**config.mk**
```make
export PLATFORM = sky130hd
export DESIGN_NAME = ddr_tx_serializer
export DESIGN_NICKNAME = d
export VERILOG_FILES = /design/src/rtl/ddr_tx_serializer.sv
export SDC_FILE = /design/constraint.sdc
export NUM_CORES = 1
export LEC_CHECK = 0
export CAP_MARGIN = 30
export CORE_MARGIN = 10
export CORE_UTILIZATION = 55
export DETAILED_ROUTE_END_ITERATION = 10
export GPL_ROUTABILITY_DRIVEN = 0
export PLACE_DENSITY = 0.93
export SLEW_MARGIN = 20
export SYNTH_ARGS = -nofsm -noshare
export SYNTH_HDL_FRONTEND = slang
export SYNTH_SLANG_ARGS = --single-unit
```
**constraint.sdc**
```tcl
create_clock -name clk -period 2.26 [get_ports clk]
set_input_delay 0.226 -clock clk [delete_from_list [all_inputs] [get_ports clk]]
set_output_delay 0.226 -clock clk [all_outputs]
set_load 0.02 [all_outputs]
```
**src/rtl/ddr_tx_serializer.sv**
```systemverilog
// rtl/ddr_tx_serializer.sv - parallel-to-DDR serializer feeding a downstream ODDR primitive
//
// Purpose:
//   Accepts WIDTH-bit words over a valid/ready handshake into a single holding
//   register and shifts each word out two bits per clock on d1 (rising
//   half-cycle) and d2 (falling half-cycle). Back-to-back words are reloaded
//   from the holding register without an idle beat; when the shifter finishes
//   a word with nothing pending it returns to idle and pulses underrun.
//
// Parameters:
//   WIDTH    - parallel word width, even and >= 4
//   IDLE_VAL - level driven on d1/d2 while no word is being shifted
//
// Ports:
//   clk      in   sole clock, all state updates on the rising edge
//   rst      in   synchronous active-high reset
//   s_data   in   [WIDTH-1:0] word to transmit
//   s_valid  in   s_data is valid
//   s_ready  out  holding register is empty (registered, independent of s_valid)
//   d1       out  registered bit for the ODDR rising half-cycle
//   d2       out  registered bit for the ODDR falling half-cycle
//   busy     out  high while a word is being shifted out
//   underrun out  one-cycle pulse when shifting stops with no word pending
//
// Configuration:
//   DDR_TX_SERIALIZER_MSB_FIRST_EN - when defined, beat k drives
//   d1 = bit WIDTH-1-2k and d2 = bit WIDTH-2-2k; otherwise beat k drives
//   d1 = bit 2k and d2 = bit 2k+1.

module ddr_tx_serializer #(
    parameter int   WIDTH    = 8,
    parameter logic IDLE_VAL = 1'b0
) (
    input  logic             clk,
    input  logic             rst,
    input  logic [WIDTH-1:0] s_data,
    input  logic             s_valid,
    output logic             s_ready,
    output logic             d1,
    output logic             d2,
    output logic             busy,
    output logic             underrun
);

    localparam int BEATS = WIDTH / 2;
    localparam int BW    = (BEATS > 1) ? $clog2(BEATS) : 1;
    localparam logic [BW-1:0] LAST_BEAT = BW'(BEATS - 1);

    localparam logic [0:0] ST_IDLE  = 1'b0;
    localparam logic [0:0] ST_SHIFT = 1'b1;

    logic [0:0]       r_state;
    logic [WIDTH-1:0] r_hold;
    logic             r_hold_valid;
    // Bits of the current word not yet placed on d1/d2.
    logic [WIDTH-1:0] r_shift;
    logic [BW-1:0]    r_beat;
    logic             r_d1;
    logic             r_d2;
    logic             r_busy;
    logic             r_underrun;
    logic             r_s_ready;

    logic             w_accept;
    logic             w_last_beat;
    logic             w_load;
    logic             w_stop;
    logic             w_hold_d1;
    logic             w_hold_d2;
    logic [WIDTH-1:0] w_hold_rest;
    logic             w_shift_d1;
    logic             w_shift_d2;
    logic [WIDTH-1:0] w_shift_rest;

    assign w_accept    = s_valid && r_s_ready;
    assign w_last_beat = (r_state == ST_SHIFT) && (r_beat == LAST_BEAT);
    // The shifter takes the held word either from idle or seamlessly at the
    // end of the last beat of the previous word.
    assign w_load      = r_hold_valid && ((r_state == ST_IDLE) || w_last_beat);
    assign w_stop      = w_last_beat && !r_hold_valid;

    // Beat 0 bits go straight from hold onto d1/d2 at the load edge, so the
    // shifter only keeps what remains after each presented pair.
`ifdef DDR_TX_SERIALIZER_MSB_FIRST_EN
    assign w_hold_d1    = r_hold[WIDTH-1];
    assign w_hold_d2    = r_hold[WIDTH-2];
    assign w_hold_rest  = r_hold << 2;
    assign w_shift_d1   = r_shift[WIDTH-1];
    assign w_shift_d2   = r_shift[WIDTH-2];
    assign w_shift_rest = r_shift << 2;
`else
    assign w_hold_d1    = r_hold[0];
    assign w_hold_d2    = r_hold[1];
    assign w_hold_rest  = r_hold >> 2;
    assign w_shift_d1   = r_shift[0];
    assign w_shift_d2   = r_shift[1];
    assign w_shift_rest = r_shift >> 2;
`endif

    always_ff @(posedge clk) begin
        if (rst) begin
            r_state      <= ST_IDLE;
            r_hold       <= '0;
            r_hold_valid <= 1'b0;
            r_shift      <= '0;
            r_beat       <= '0;
            r_d1         <= IDLE_VAL;
            r_d2         <= IDLE_VAL;
            r_busy       <= 1'b0;
            r_underrun   <= 1'b0;
            r_s_ready    <= 1'b0;
        end else begin
            r_underrun <= 1'b0;

            if (w_load) begin
                r_state <= ST_SHIFT;
                r_busy  <= 1'b1;
                r_beat  <= '0;
                r_shift <= w_hold_rest;
                r_d1    <= w_hold_d1;
                r_d2    <= w_hold_d2;
            end else if (w_stop) begin
                r_state    <= ST_IDLE;
                r_busy     <= 1'b0;
                r_beat     <= '0;
                r_d1       <= IDLE_VAL;
                r_d2       <= IDLE_VAL;
                r_underrun <= 1'b1;
            end else if (r_state == ST_SHIFT) begin
                r_beat  <= r_beat + BW'(1);
                r_shift <= w_shift_rest;
                r_d1    <= w_shift_d1;
                r_d2    <= w_shift_d2;
            end

            // s_ready is low whenever hold is full, so a drain and an accept
            // can never share an edge; s_ready reopens the cycle after a drain.
            if (w_load) begin
                r_hold_valid <= 1'b0;
                r_s_ready    <= 1'b1;
            end else if (w_accept) begin
                r_hold       <= s_data;
                r_hold_valid <= 1'b1;
                r_s_ready    <= 1'b0;
            end else begin
                // Also reopens the handshake on the first edge after reset.
                r_s_ready <= !r_hold_valid;
            end
        end
    end

    assign s_ready  = r_s_ready;
    assign d1       = r_d1;
    assign d2       = r_d2;
    assign busy     = r_busy;
    assign underrun = r_underrun;

endmodule
```
=== Yosys cells after proc, flatten, opt, wreduce, memory -nomap -nowiden ===
Index checks and enable logic that the tools add are counted.

* Register bits after elaboration: 22
* Input bits: 11
* Output and inout bits: 5
* Word-level logic and storage cells: 41

* Add/sub/neg operators: 1
* Eq/ne operators: 2
* Multiplexer cells: 14
* Bitwise logic cells: 2
* Reduce and logical (&&, ||, !) cells: 13

{| class="wikitable"
|+ Operator list
! kind !! count
|-
| $mux 6 || 3
|-
| $mux 1 || 11
|-
| $logic_and 1x1->1 || 4
|-
| $reduce_and 2->1 || 2
|-
| $reduce_bool 2->1 || 2
|-
| $reduce_bool 3->1 || 1
|-
| $reduce_or 3->1 || 1
|-
| $add 2x1->2 const B || 1
|-
| $eq 2x2->1 const B || 1
|-
| $ne 2x2->1 const B || 1
|-
| $not 1->1 || 2
|-
| $reduce_or 2->1 || 1
|-
| $logic_not 1->1 || 1
|-
| $logic_or 1x1->1 || 1
|}

=== Depth between registers and ports, before layout ===
Gate-level depths: netlist of the first run.

* Depth after elaboration: 6
* Depth in mapped cells: 6
* Depth with buffers taken out: 4

=== Least setup slack after synthesis of the first run ===
OpenSTA, ideal clock, no wires.

* Path type: register to register
* From: reg r_beat[0]
* To: reg r_hold[0]
* Setup time: 0.072 ns
* Data arrival time: 1.297 ns
* Data required time: 2.188 ns
* Setup slack: 0.891 ns
* Stages on the path, launching flop included: 7
* Buffers on the path: 2
* Period minus slack after synthesis: 1.369 ns
* Cell sequence: dfxtp_1 > ha_1 > nand2b_1 > buf_6 > a21oi_2 > buf_6 > mux2i_1

* Cells in the longest elaborated chain, start to end: 6

{| class="wikitable"
|+ Ends and longest elaborated chain
! element !! RTL line !! RTL
|-
| from (decl) || 57 || <nowiki>logic [BW-1:0] r_beat;</nowiki>
|-
| from (signal assigned) || 130 || <nowiki>r_beat <= r_beat + BW'(1);</nowiki>
|-
| $eq 2x2->1 || 76 || <nowiki>assign w_last_beat = (r_state == ST_SHIFT) && (r_beat == LAST_BEAT);</nowiki>
|-
| $logic_and 1x1->1 || 76 ||
|-
| $logic_or 1x1->1 || 79 || <nowiki>assign w_load = r_hold_valid && ((r_state == ST_IDLE) || w_last_beat);</nowiki>
|-
| $logic_and 1x1->1 || 79 ||
|-
| $not 1->1 (no source line) || - ||
|-
| $reduce_and 2->1 (no source line) || - ||
|-
| to (signal assigned) || 142 || <nowiki>r_hold <= s_data;</nowiki>
|-
| to (decl) || 53 || <nowiki>logic [WIDTH-1:0] r_hold;</nowiki>
|}

No other way between the ends.
A chain may end at the register's enable or synchronous reset.

=== Worst setup path in the final report of the first run ===
* From: reg r_beat[0]
* To: reg r_hold[6]

The elaborated chain is that of the path after synthesis.

==> flow_summary_export.csv, run 1 <==
group,metric,value,unit
synth,yosysMostFrequentCell,"dfxtp_1",
setup_path,crit_fanout,10,
grt,grt_first_pass_wirelength,3263,um
cells_and_area,nets,127,
floorplanning,fp.dieArea,0.003896,mm^2
cts,cts_hold_buffers,0,
setup_path,cpPeakStageDelay,350,ps
cts,clockRootBuffer,"clkbuf_4",
synth,syn-num-nets,112,
grt,grt_usage,10.23,%
setup_path,cp.required,2500,ps
synth,netlist_top_cells_area,"dfxtp_1 (45%), mux2i_1 (14%), nand2b_1 (11%)",
cells_and_area,fin_util,67.99,%
grt,antenna_found_initial,0,
setup_path,worstPathArrival,2040,ps
cts,cts-buffers-inserted,3,
drt,ant_nets,0,
synth,synth_area,989.7,um^2
cells_and_area,finalNonFillerCells,138,
drt,drtIter0Drc,32,
synth,synth_top_area_share,44.50,%
synth,synthFlopType,"dfxtp_1",
cts,htree_levels,1,
setup_path,r2r-end,"r_hold[6]$_SDFFE_PP0P_",
sta,finalHoldViolCount,0,
drt,drc_errors,0,
sta,setup_tns,0,ps
synth,ys_ff_latch,22,
floorplanning,rows,15,
job,cap_violations,0,
synth,synth_common_cells,"dfxtp_1 (22), nand2b_1 (17), mux2i_1 (14), nor2_1 (10), a211oi_1 (6)",
sta,fin_skew,5.115,ps
cells_and_area,n_antenna_cell,0,
grt,grt_max_degree,31,
grt,gr-total-overflow,0,
cts,cts-resized-gates,0,
outcome,outcome,"complete, no violations",
cts,insertion_delay,300,ps
hold_path,hold_class,"input port to flip-flop",
placement,io_buffer_count,15,
placement,dpl.hpwl,1336,um
floorplanning,fp.dieW,62.42,um
cells_and_area,layout-drive-gt1-share,8.850,%
hold_path,holdPathStages,3,
synth,yosysUniqueCellTypes,22,
synth,yosysSeqAreaShare,44.50,%
setup_path,r2r-start,"r_beat[0]$_SDFFE_PP0P_",
sta,fin_crit_sh,79.63,%
power_and_ir_drop,power_density,605.8,mW/mm^2
setup_path,crit_chain,"ha_1, nand2b_1, a21oi_2, buf_4, mux2i_1",
setup_path,crit_family,"compound AO/OA/AOI/OAI gates",
drt,dr.pass1.iters,4,
drt,viasPerCell,5.283,
floorplanning,start_util,57.95,%
synth,async_flop_share,0,%
sta,slew_headroom,71.18,%
setup_path,ff2ff_path_depth,5,
cts,cts_tree,"done",
setup_path,critPathKind,"flip-flop to flip-flop",
cts,postCtsSetupBuffers,0,
synth,yosysWarnings,0,
sta,worst_pin_slew,431.7,ps
hold_path,hold_path_end,"r_hold[5]$_SDFFE_PP0P_",
synth,synth_edf_count,0,
cts,clk_pin_slew,110,ps
setup_path,critPathLaunchType,"flip-flop",
grt,grt_pass1_vias,725,
floorplanning,num_io_pins,16,
synth,post_synth.cell_area_avg,9.897,um^2
cts,cts_buffer_depth,2,
sta,slew_viol_final,0,
drt,vias,729,
cts,cts_sinks,22,
setup_path,worst_setup_path_end_kind,"flip-flop",
placement,placedCellCount,135,
synth,yosysTopAreaCell,"dfxtp_1",
drt,totalWireLength,1828,um
sta,period_needed,1800,ps
drt,route.detailed.wl_per_inst,13.25,um
sta,finalSetupViolCount,0,
setup_path,r2r_slack,460,ps
synth,synthCells,100,
cells_and_area,synthToLayoutAreaGrowth,17.32,%
floorplanning,design.core.area,0.001708,mm^2
setup_path,worst-path-buf-inv,1,
sta,fmax,0.5557,GHz
hold_path,hp-start,"s_data[5]",
setup_path,cpMaxStageDelayCell,"a21oi_2",
sta,rsz0062_at_grt,"false",
power_and_ir_drop,peakVddDrop,357.5,uV
floorplanning,die_h,62.42,um
power_and_ir_drop,p_leak,0.4246,nW
[metrics by stage]
step	total power [mW]	hold WS, ps	instance area, um^2	worst slack, ps
floorplan	0.5030	380.7	989.7	891.2
global placement	0.5359	458.3	1139	587.1
detailed placement	0.5413	468.1	1139	490.7
CTS	0.7110	475.2	1161	461.3
global route	0.7450	484.2	1161	318.7
finish	0.7034	483.0	1161	460.4
[cells in the final DEF (no fill, tap or decap)]
| cell | n |
|---|---|
| dfxtp_1 | 22 |
| nand2b_1 | 17 |
| clkdlybuf4s50_1 | 15 |
| mux2i_1 | 14 |
| nor2_1 | 10 |
| a211oi_1 | 6 |
| nor3_1 | 4 |
| nand2_1 | 3 |
| a21o_1 | 3 |
| inv_1 | 3 |
| clkbuf_4 | 3 |
| buf_4 | 3 |
| a32oi_1 | 2 |
| a21oi_2 | 1 |
| a22oi_1 | 1 |
| and2b_4 | 1 |
| a21oi_1 | 1 |
| o32a_1 | 1 |
| nor4bb_2 | 1 |
| nor3b_2 | 1 |
| ha_1 | 1 |
[worst register-to-register path, cell delays in order, from the launching register on]
cell	delay [ps]
dfxtp_1	340
ha_1	270
nand2b_1	350
a21oi_2	350
buf_4	230
mux2i_1	200
[sequential cells by signal (all words and copies together) (netlist names)]
name and flops:
r_shift 6, d2 1, s_ready 1, d1 1
r_hold 8, busy 1, r_hold_valid 1, r_beat 2
underrun 1
[logic make-up (layout without fill, tap and decap cells)]
| group | after synthesis | after routing | synth area share (%) |
|---|---|---|---|
| adder cells (fa/ha/maj) | 1 | 1 | 1.264 |
| flip-flops | 22 | 22 | 44.50 |
| buffers and inverters | 11 | 24 | 6.700 |
| multiplexers | 14 | 14 | 14.16 |
| AND/OR/NAND/NOR | 37 | 37 | 21.62 |
| AO/OA/AOI/OAI | 15 | 15 | 11.76 |
[worst max-delay path by stage]
| stage | to | startpoint | slack (ps) | cells after the start |
|---|---|---|---|---|
| finish | r_hold[6]$_SDFFE_PP0P_ | r_beat[0]$_SDFFE_PP0P_ | 460 | 5 |
| global route | r_hold[6]$_SDFFE_PP0P_ | r_beat[0]$_SDFFE_PP0P_ | 320 | 5 |
| CTS | r_hold[6]$_SDFFE_PP0P_ | r_beat[0]$_SDFFE_PP0P_ | 460 | 5 |
| detailed placement | r_hold[6]$_SDFFE_PP0P_ | r_beat[0]$_SDFFE_PP0P_ | 490 | 5 |
| global placement | r_hold[0]$_SDFFE_PP0P_ | r_beat[0]$_SDFFE_PP0P_ | 590 | 5 |
| floorplan | r_hold[0]$_SDFFE_PP0P_ | r_beat[0]$_SDFFE_PP0P_ | 890 | 6 |
[report_power, final]
part           total, mW  switching [mW]  leakage, nW  internal [mW]
Combinational      0.107          0.0471        0.231         0.0594
Clock              0.172           0.110       0.0138         0.0622
Sequential         0.425          0.0164        0.179          0.408
[cell type report]
type | count | area, um^2
fillers | 134 | 546.8
multi-input cells | 67 | 483.0
flip-flops and latches | 22 | 440.4
repair buffers | 18 | 172.7
well taps | 25 | 31.28
clock buffers | 3 | 22.52
inverters | 3 | 11.26
[per-layer routing]
metal / GRT usage (%) / part of all wire (%) / wire (um) / up-vias
li1: - / - / - / 370
met1: 11.47 / 45 / 824 / 340
met2: 16.03 / 48 / 872 / 15
met3: 3.584 / 4.8 / 87 / 4
met4: 6.704 / 2.4 / 44 / 0
met5: 0 / 0 / 0 / -
Note: power is estimated with default switching activity, not from simulation.
==> run 2: changes to the inputs <==
- CORE_UTILIZATION: 55 -> 51
- PLACE_DENSITY: 0.93 -> 0.88
- clock period: 2.26 -> 1.7 ns (I/O delays scaled with it)
==> run 2 against run 1 <==
Compared with the run above: final cell count increased by 2.9%; sequential power increased by 32%; final area increased by 3.1%; clock power increased by 67%; worst setup slack got worse by 260 ps; register-to-register slack got worse by 210 ps; non-clock buffer count increased by 3; via count increased by 3.8%; sequential share of layout area decreased by 1.1 points; core utilization decreased by 0.83 points; wire length increased by 1.9%; clock skew decreased by 2.5 ps; highest routed layer unchanged.
==> flow_summary_export.csv, run 2 (synthesis results as in run 1) <==
group,metric,value,unit
outcome,outcome,"complete, no violations",
cells_and_area,final_cell_mix,"dfxtp_1 (22), nand2b_1 (17), clkdlybuf4s50_1 (15)",
setup_path,cpMaxStageDelayCell,"clkdlybuf4s50_1",
drt,route.detailed.wl_per_inst,13.12,um
power_and_ir_drop,peakVddDrop,786.3,uV
drt,drc_errors,0,
drt,ant_nets,0,
setup_path,critPathLaunchType,"flip-flop",
drt,met1Wirelength,816,um
cells_and_area,largest_reg_flops,8,
hold_path,hold_class,"input port to flip-flop",
floorplanning,fp.dieW,64.05,um
sta,rsz0062_at_grt,"false",
setup_path,critPathKind,"flip-flop to primary output",
sta,slew_viol_final,0,
cts,htree_levels,1,
power_and_ir_drop,pwr-share-seq,56.1,%
grt,grt_usage,9.996,%
power_and_ir_drop,internal-power,0.7577,mW
drt,route.met3.wl,137,um
drt,drtIter0Drc,6,
sta,finalHoldViolCount,0,
cts,cts_hold_buffers,0,
floorplanning,fp.dieArea,0.004102,mm^2
cts,cts-buffers-inserted,3,
grt,antenna_found_initial,0,
cts,cts-resized-gates,0,
sta,slew_headroom,78.38,%
cells_and_area,n_antenna_cell,0,
power_and_ir_drop,power_density,835.5,mW/mm^2
drt,top_layer_used,"met4",
floorplanning,rows,15,
sta,worst_pin_slew,323.9,ps
job,cap_violations,0,
sta,finalSetupViolCount,0,
sta,fmax,0.6687,GHz
floorplanning,design.core.area,0.001783,mm^2
setup_path,cp.required,1530,ps
cts,cts_buffer_depth,2,
power_and_ir_drop,netSwitchingPower,0.2428,mW
placement,io_buffer_count,15,
setup_path,worst-path-buf-inv,1,
floorplanning,die_h,64.05,um
sta,fin_crit_sh,87.96,%
drt,vias,757,
cells_and_area,reg_top3,"r_hold (8), r_shift (6), r_beat (2)",
grt,grt_max_degree,31,
sta,setup_tns,0,ps
cells_and_area,layout-drive-gt1-share,11.97,%
grt,grt_first_pass_wirelength,3318,um
setup_path,crit_chain,"clkdlybuf4s50_1",
cts,clk_pin_slew,120,ps
power_and_ir_drop,p_leak,0.4467,nW
drt,viasPerCell,5.331,
power_and_ir_drop,power_frac_comb,15.1,%
sta,period_needed,1495,ps
setup_path,cpPeakStageDelay,620,ps
cts,clockRootBuffer,"clkbuf_4",
grt,grt_pass1_vias,747,
cells_and_area,final_common_cell,"dfxtp_1",
placement,dpl.hpwl,1371,um
sta,fin_skew,2.664,ps
setup_path,worst_setup_path_end_kind,"primary output",
power_and_ir_drop,power,1.000,mW
cts,cts_tree,"done",
grt,gr-total-overflow,0,
floorplanning,num_io_pins,16,
cells_and_area,synthToLayoutAreaGrowth,20.99,%
cts,postCtsSetupBuffers,0,
cells_and_area,fin_util,67.16,%
drt,routed-wl-met2,889,um
drt,totalWireLength,1863,um
power_and_ir_drop,power.share.clock,28.7,%
cts,insertion_delay,310,ps
power_and_ir_drop,swShare,24.27,%
setup_path,crit_fanout,4,
cells_and_area,regMostFlops,"r_hold",
drt,dr.pass1.iters,5,
floorplanning,start_util,55.51,%
setup_path,worstPathArrival,1330,ps
cts,cts_sinks,22,
setup_path,crit_family,"buffers and inverters",
cells_and_area,nets,130,
## run 2: cell types whose count changed in the layout (fill, tap and decap cells not counted)
cell,change
buf_4,+3
clkbuf_8,+1
## run 2: worst paths after layout
path                          startpoint                      to  slack [ps]  cells past startpoint
hold / removal                 s_data[4]  r_hold[4]$_SDFFE_PP0P_         410                      3
hold reg to reg   r_hold[7]$_SDFFE_PP0P_  r_hold[7]$_SDFFE_PP0P_         480                      2
setup reg to reg  r_beat[0]$_SDFFE_PP0P_  r_hold[2]$_SDFFE_PP0P_         250                      5
setup / recovery       busy$_SDFFE_PP0P_                    busy         200                      1
## run 2: tightest hold or removal path: stages
cell,delay [ps]
clkdlybuf4s50_1,390
nand2b_1,60
mux2i_1,60
## run 2: power by group through the flow
stage	clock, mW	sequential, mW	combinational, mW
after floorplan	0	0.576	0.0929
after global placement	0	0.572	0.147
after global routing	0.318	0.566	0.167
after CTS	0.299	0.562	0.153
final	0.287	0.562	0.151
after detailed placement	0	0.573	0.152
## run 2: stage by stage
stage | std cells | hold WS [ps] | instance area (um^2) | worst slack, ps
3_3_place_gp | 138 | 457.2 | 1161 | 358.5
2_1_floorplan | 100 | 324.7 | 989.7 | 331.2
5_1_grt | 142 | 422.5 | 1197 | 133.7
4_1_cts | 142 | 394.5 | 1197 | 177.0
3_5_place_dp | 138 | 470.5 | 1161 | 272.0
6_report | 142 | 408.3 | 1197 | 204.6
## run 2: cell type report
class                      count  area (um^2)
clock buffer                   4        36.28
multi-input combinational     67        483.0
tap                           25        31.28
fill                         148        585.6
inverter                       3        11.26
sequential                    22        440.4
timing repair buffer          21        195.2
## run 2: layer usage
metal	up-vias	track usage, %
li1	382	-
met1	353	10.72
met2	18	15.67
met3	4	5.575
met4	0	4.645
met5	-	0
==> run 3: changes to the inputs <==
- ABC_AREA: not set -> 1
- GPL_TIMING_DRIVEN: not set -> 0
- TNS_END_PERCENT: not set -> 10
==> run 3 against run 2 <==
Compared with the run above: worst setup slack got worse by 74 ps; clock skew shrank 1.0 ps; maximum frequency down 4.7%; worst hold slack improved by 63 ps; final cell count rose by 25%; clock power about the same; sequential share of layout area grew 0.066 points; final area increased by 0.10%; wire length increased by 4.6%; clock-buffer cell count unchanged; non-clock buffer count is 1 lower; critical path type unchanged; critical endpoint unchanged.
==> flow_summary_export.csv, run 3 <==
group,metric,value,unit
synth,synth_top_area_share,44.96,%
power_and_ir_drop,power_frac_comb,19.3,%
cts,postCtsSetupBuffers,0,
synth,synth_edf_count,0,
job,cap_violations,0,
power_and_ir_drop,swShare,27.26,%
floorplanning,fp.dieW,63.83,um
grt,grt_pass1_vias,857,
synth,yosysSeqAreaShare,44.96,%
cells_and_area,reg_top3,"r_hold (8), r_shift (6), r_beat (2)",
placement,io_buffer_count,15,
synth,synthCells,134,
floorplanning,start_util,54.95,%
setup_path,r2r-start,"r_beat[0]$_SDFFE_PP0P_",
cells_and_area,synthToLayoutAreaGrowth,22.35,%
setup_path,crit_family,"buffers and inverters",
drt,totalWireLength,1949,um
hold_path,hold_class,"flip-flop to flip-flop",
cts,htree_levels,1,
floorplanning,fp.dieArea,0.004074,mm^2
sta,setup_tns,0,ps
setup_path,cpPeakStageDelay,650,ps
cts,insertion_delay,310,ps
setup_path,crit_start,"busy$_SDFFE_PP0P_",
cells_and_area,largest_reg_flops,8,
sta,slew_viol_final,0,
setup_path,crit_chain,"clkdlybuf4s50_1",
sta,fin_crit_sh,92.29,%
cells_and_area,n_antenna_cell,0,
cells_and_area,fillers,147,
floorplanning,die_h,63.83,um
grt,antenna_found_initial,0,
drt,vias,853,
setup_path,cp.required,1530,ps
sta,fin_skew,1.656,ps
sta,fmax,0.6374,GHz
cts,cts_buffer_depth,2,
setup_path,crit_fanout,7,
power_and_ir_drop,power_density,890.3,mW/mm^2
floorplanning,design.core.area,0.001783,mm^2
drt,drtIter0Drc,18,
synth,yosysUniqueCellTypes,18,
cts,cts-resized-gates,1,
power_and_ir_drop,p_leak,0.5532,nW
cts,clockRootBuffer,"clkbuf_4",
cts,cts-buffers-inserted,3,
cts,cts_tree,"done",
cts,cts_hold_buffers,0,
outcome,outcome,"complete, no violations",
drt,drc_errors,0,
power_and_ir_drop,netSwitchingPower,0.2909,mW
cells_and_area,regMostFlops,"r_hold",
synth,netlist_top_cells_area,"dfxtp_1 (45%), nand3_1 (13%), nand2_1 (10%)",
sta,worst_pin_slew,380.8,ps
drt,dr.pass1.iters,4,
cells_and_area,nets,166,
synth,yosysTopAreaCell,"dfxtp_1",
synth,synthFlopType,"dfxtp_1",
synth,async_flop_share,0,%
setup_path,critPathKind,"flip-flop to primary output",
setup_path,worstPathArrival,1400,ps
power_and_ir_drop,peakVddDrop,456.8,uV
synth,synth_common_cells,"nand2_1 (26), nand3_1 (26), dfxtp_1 (22), inv_1 (17)",
cts,cts_sinks,22,
grt,grt_max_degree,13,
setup_path,cpMaxStageDelayCell,"clkdlybuf4s50_1",
drt,viasPerCell,4.792,
sta,fin_hold_ws,471.3,ps
placement,dpl.hpwl,1512,um
setup_path,worst_setup_path_end_kind,"primary output",
synth,yosysWarnings,0,
sta,finalSetupViolCount,0,
sta,slew_headroom,74.61,%
synth,synth_area,979.7,um^2
synth,post_synth.cell_area_avg,7.311,um^2
hold_path,hp-start,"r_beat[1]$_SDFFE_PP0P_",
cells_and_area,layout-drive-gt1-share,9.150,%
setup_path,critPathLaunchType,"flip-flop",
floorplanning,num_io_pins,16,
power_and_ir_drop,internal-power,0.7763,mW
sta,period_needed,1569,ps
cts,clk_pin_slew,120,ps
power_and_ir_drop,pwr-share-seq,53.9,%
drt,ant_nets,0,
synth,syn-num-nets,146,
sta,rsz0062_at_grt,"false",
power_and_ir_drop,power.share.clock,26.8,%
setup_path,worst-path-buf-inv,1,
floorplanning,rows,15,
grt,grt_first_pass_wirelength,3512,um
synth,ys_ff_latch,22,
grt,grt_usage,10.30,%
sta,finalHoldViolCount,0,
drt,route.detailed.wl_per_inst,10.95,um
cells_and_area,final_cell_mix,"nand2_1 (26), nand3_1 (26), dfxtp_1 (21)",
grt,gr-total-overflow,0,
run 3: final cells by class:
type                       instances  area, um^2  area share (%)
buffer                             5       46.29           3.862
clock buffer                       4       36.28           3.027
inverter                          20       75.07           6.263
multi-input combinational         87       417.9           34.86
sequential                        22       441.7           36.85
tap                               25       31.28           2.610
timing repair buffer              15       150.1           12.53
run 3: layer usage:
metal / GRT usage, % / vias to the layer above / part of all wire (%)
li1: - / 460 / -
met1: 11.59 / 376 / 47
met2: 17.41 / 12 / 48
met3: 2.962 / 5 / 3.2
met4: 4.918 / 0 / 2.1
met5: 0 / - / 0
run 3: metrics by stage:
| stage | instance area, um^2 | worst slack [ps] | instances | total power, mW | utilization [%] |
|---|---|---|---|---|---|
| 2_1_floorplan | 979.7 | 507.4 | 134 | 0.7184 | - |
| 4_1_cts | 1199 | 119.7 | 178 | 1.076 | 67.23 |
| 6_report | 1199 | 131.1 | 178 | 1.067 | 67.23 |
| 3_3_place_gp | 1161 | 195.1 | 174 | 0.7854 | 65.12 |
| 3_5_place_dp | 1161 | 202.2 | 174 | 0.7929 | 65.12 |
| 5_1_grt | 1199 | 74.30 | 178 | 1.129 | 67.23 |
run 3: power by group through the flow:
stage | combinational (mW) | clock [mW] | sequential [mW]
floorplan | 0.124 | 0 | 0.594
global placement | 0.201 | 0 | 0.585
detailed placement | 0.208 | 0 | 0.585
CTS | 0.208 | 0.293 | 0.575
global route | 0.232 | 0.317 | 0.580
finish | 0.206 | 0.286 | 0.575
run 3: path summary, 6_finish.rpt:
kind,end,slack (ps),cells after the start
max,busy,130,1
max reg2reg,r_hold[1]$_SDFFE_PP0P_,380,7
min,r_beat[1]$_SDFFE_PP0P_,470,2
min reg2reg,r_beat[1]$_SDFFE_PP0P_,470,2
run 3: logic make-up (layout without fill, tap and decap cells):
family	Yosys count	after routing	synth area share [%]
and+or+nand+nor	69	69	32.31
buffers and inverters	25	44	12.39
DFF	22	22	44.96
AOI/OAI and AO/OA	16	16	8.173
adders and majority gates	1	1	1.277
xor gates and xnor gates	1	1	0.8942
run 3: worst register-to-register path: cells and delay by family, from the launching register on:
family          cells  cell delay [ps]
compound gates      1              130
buf+inv             2              240
simple gates        3              250
fa+ha+maj           1              240
flops               1              370
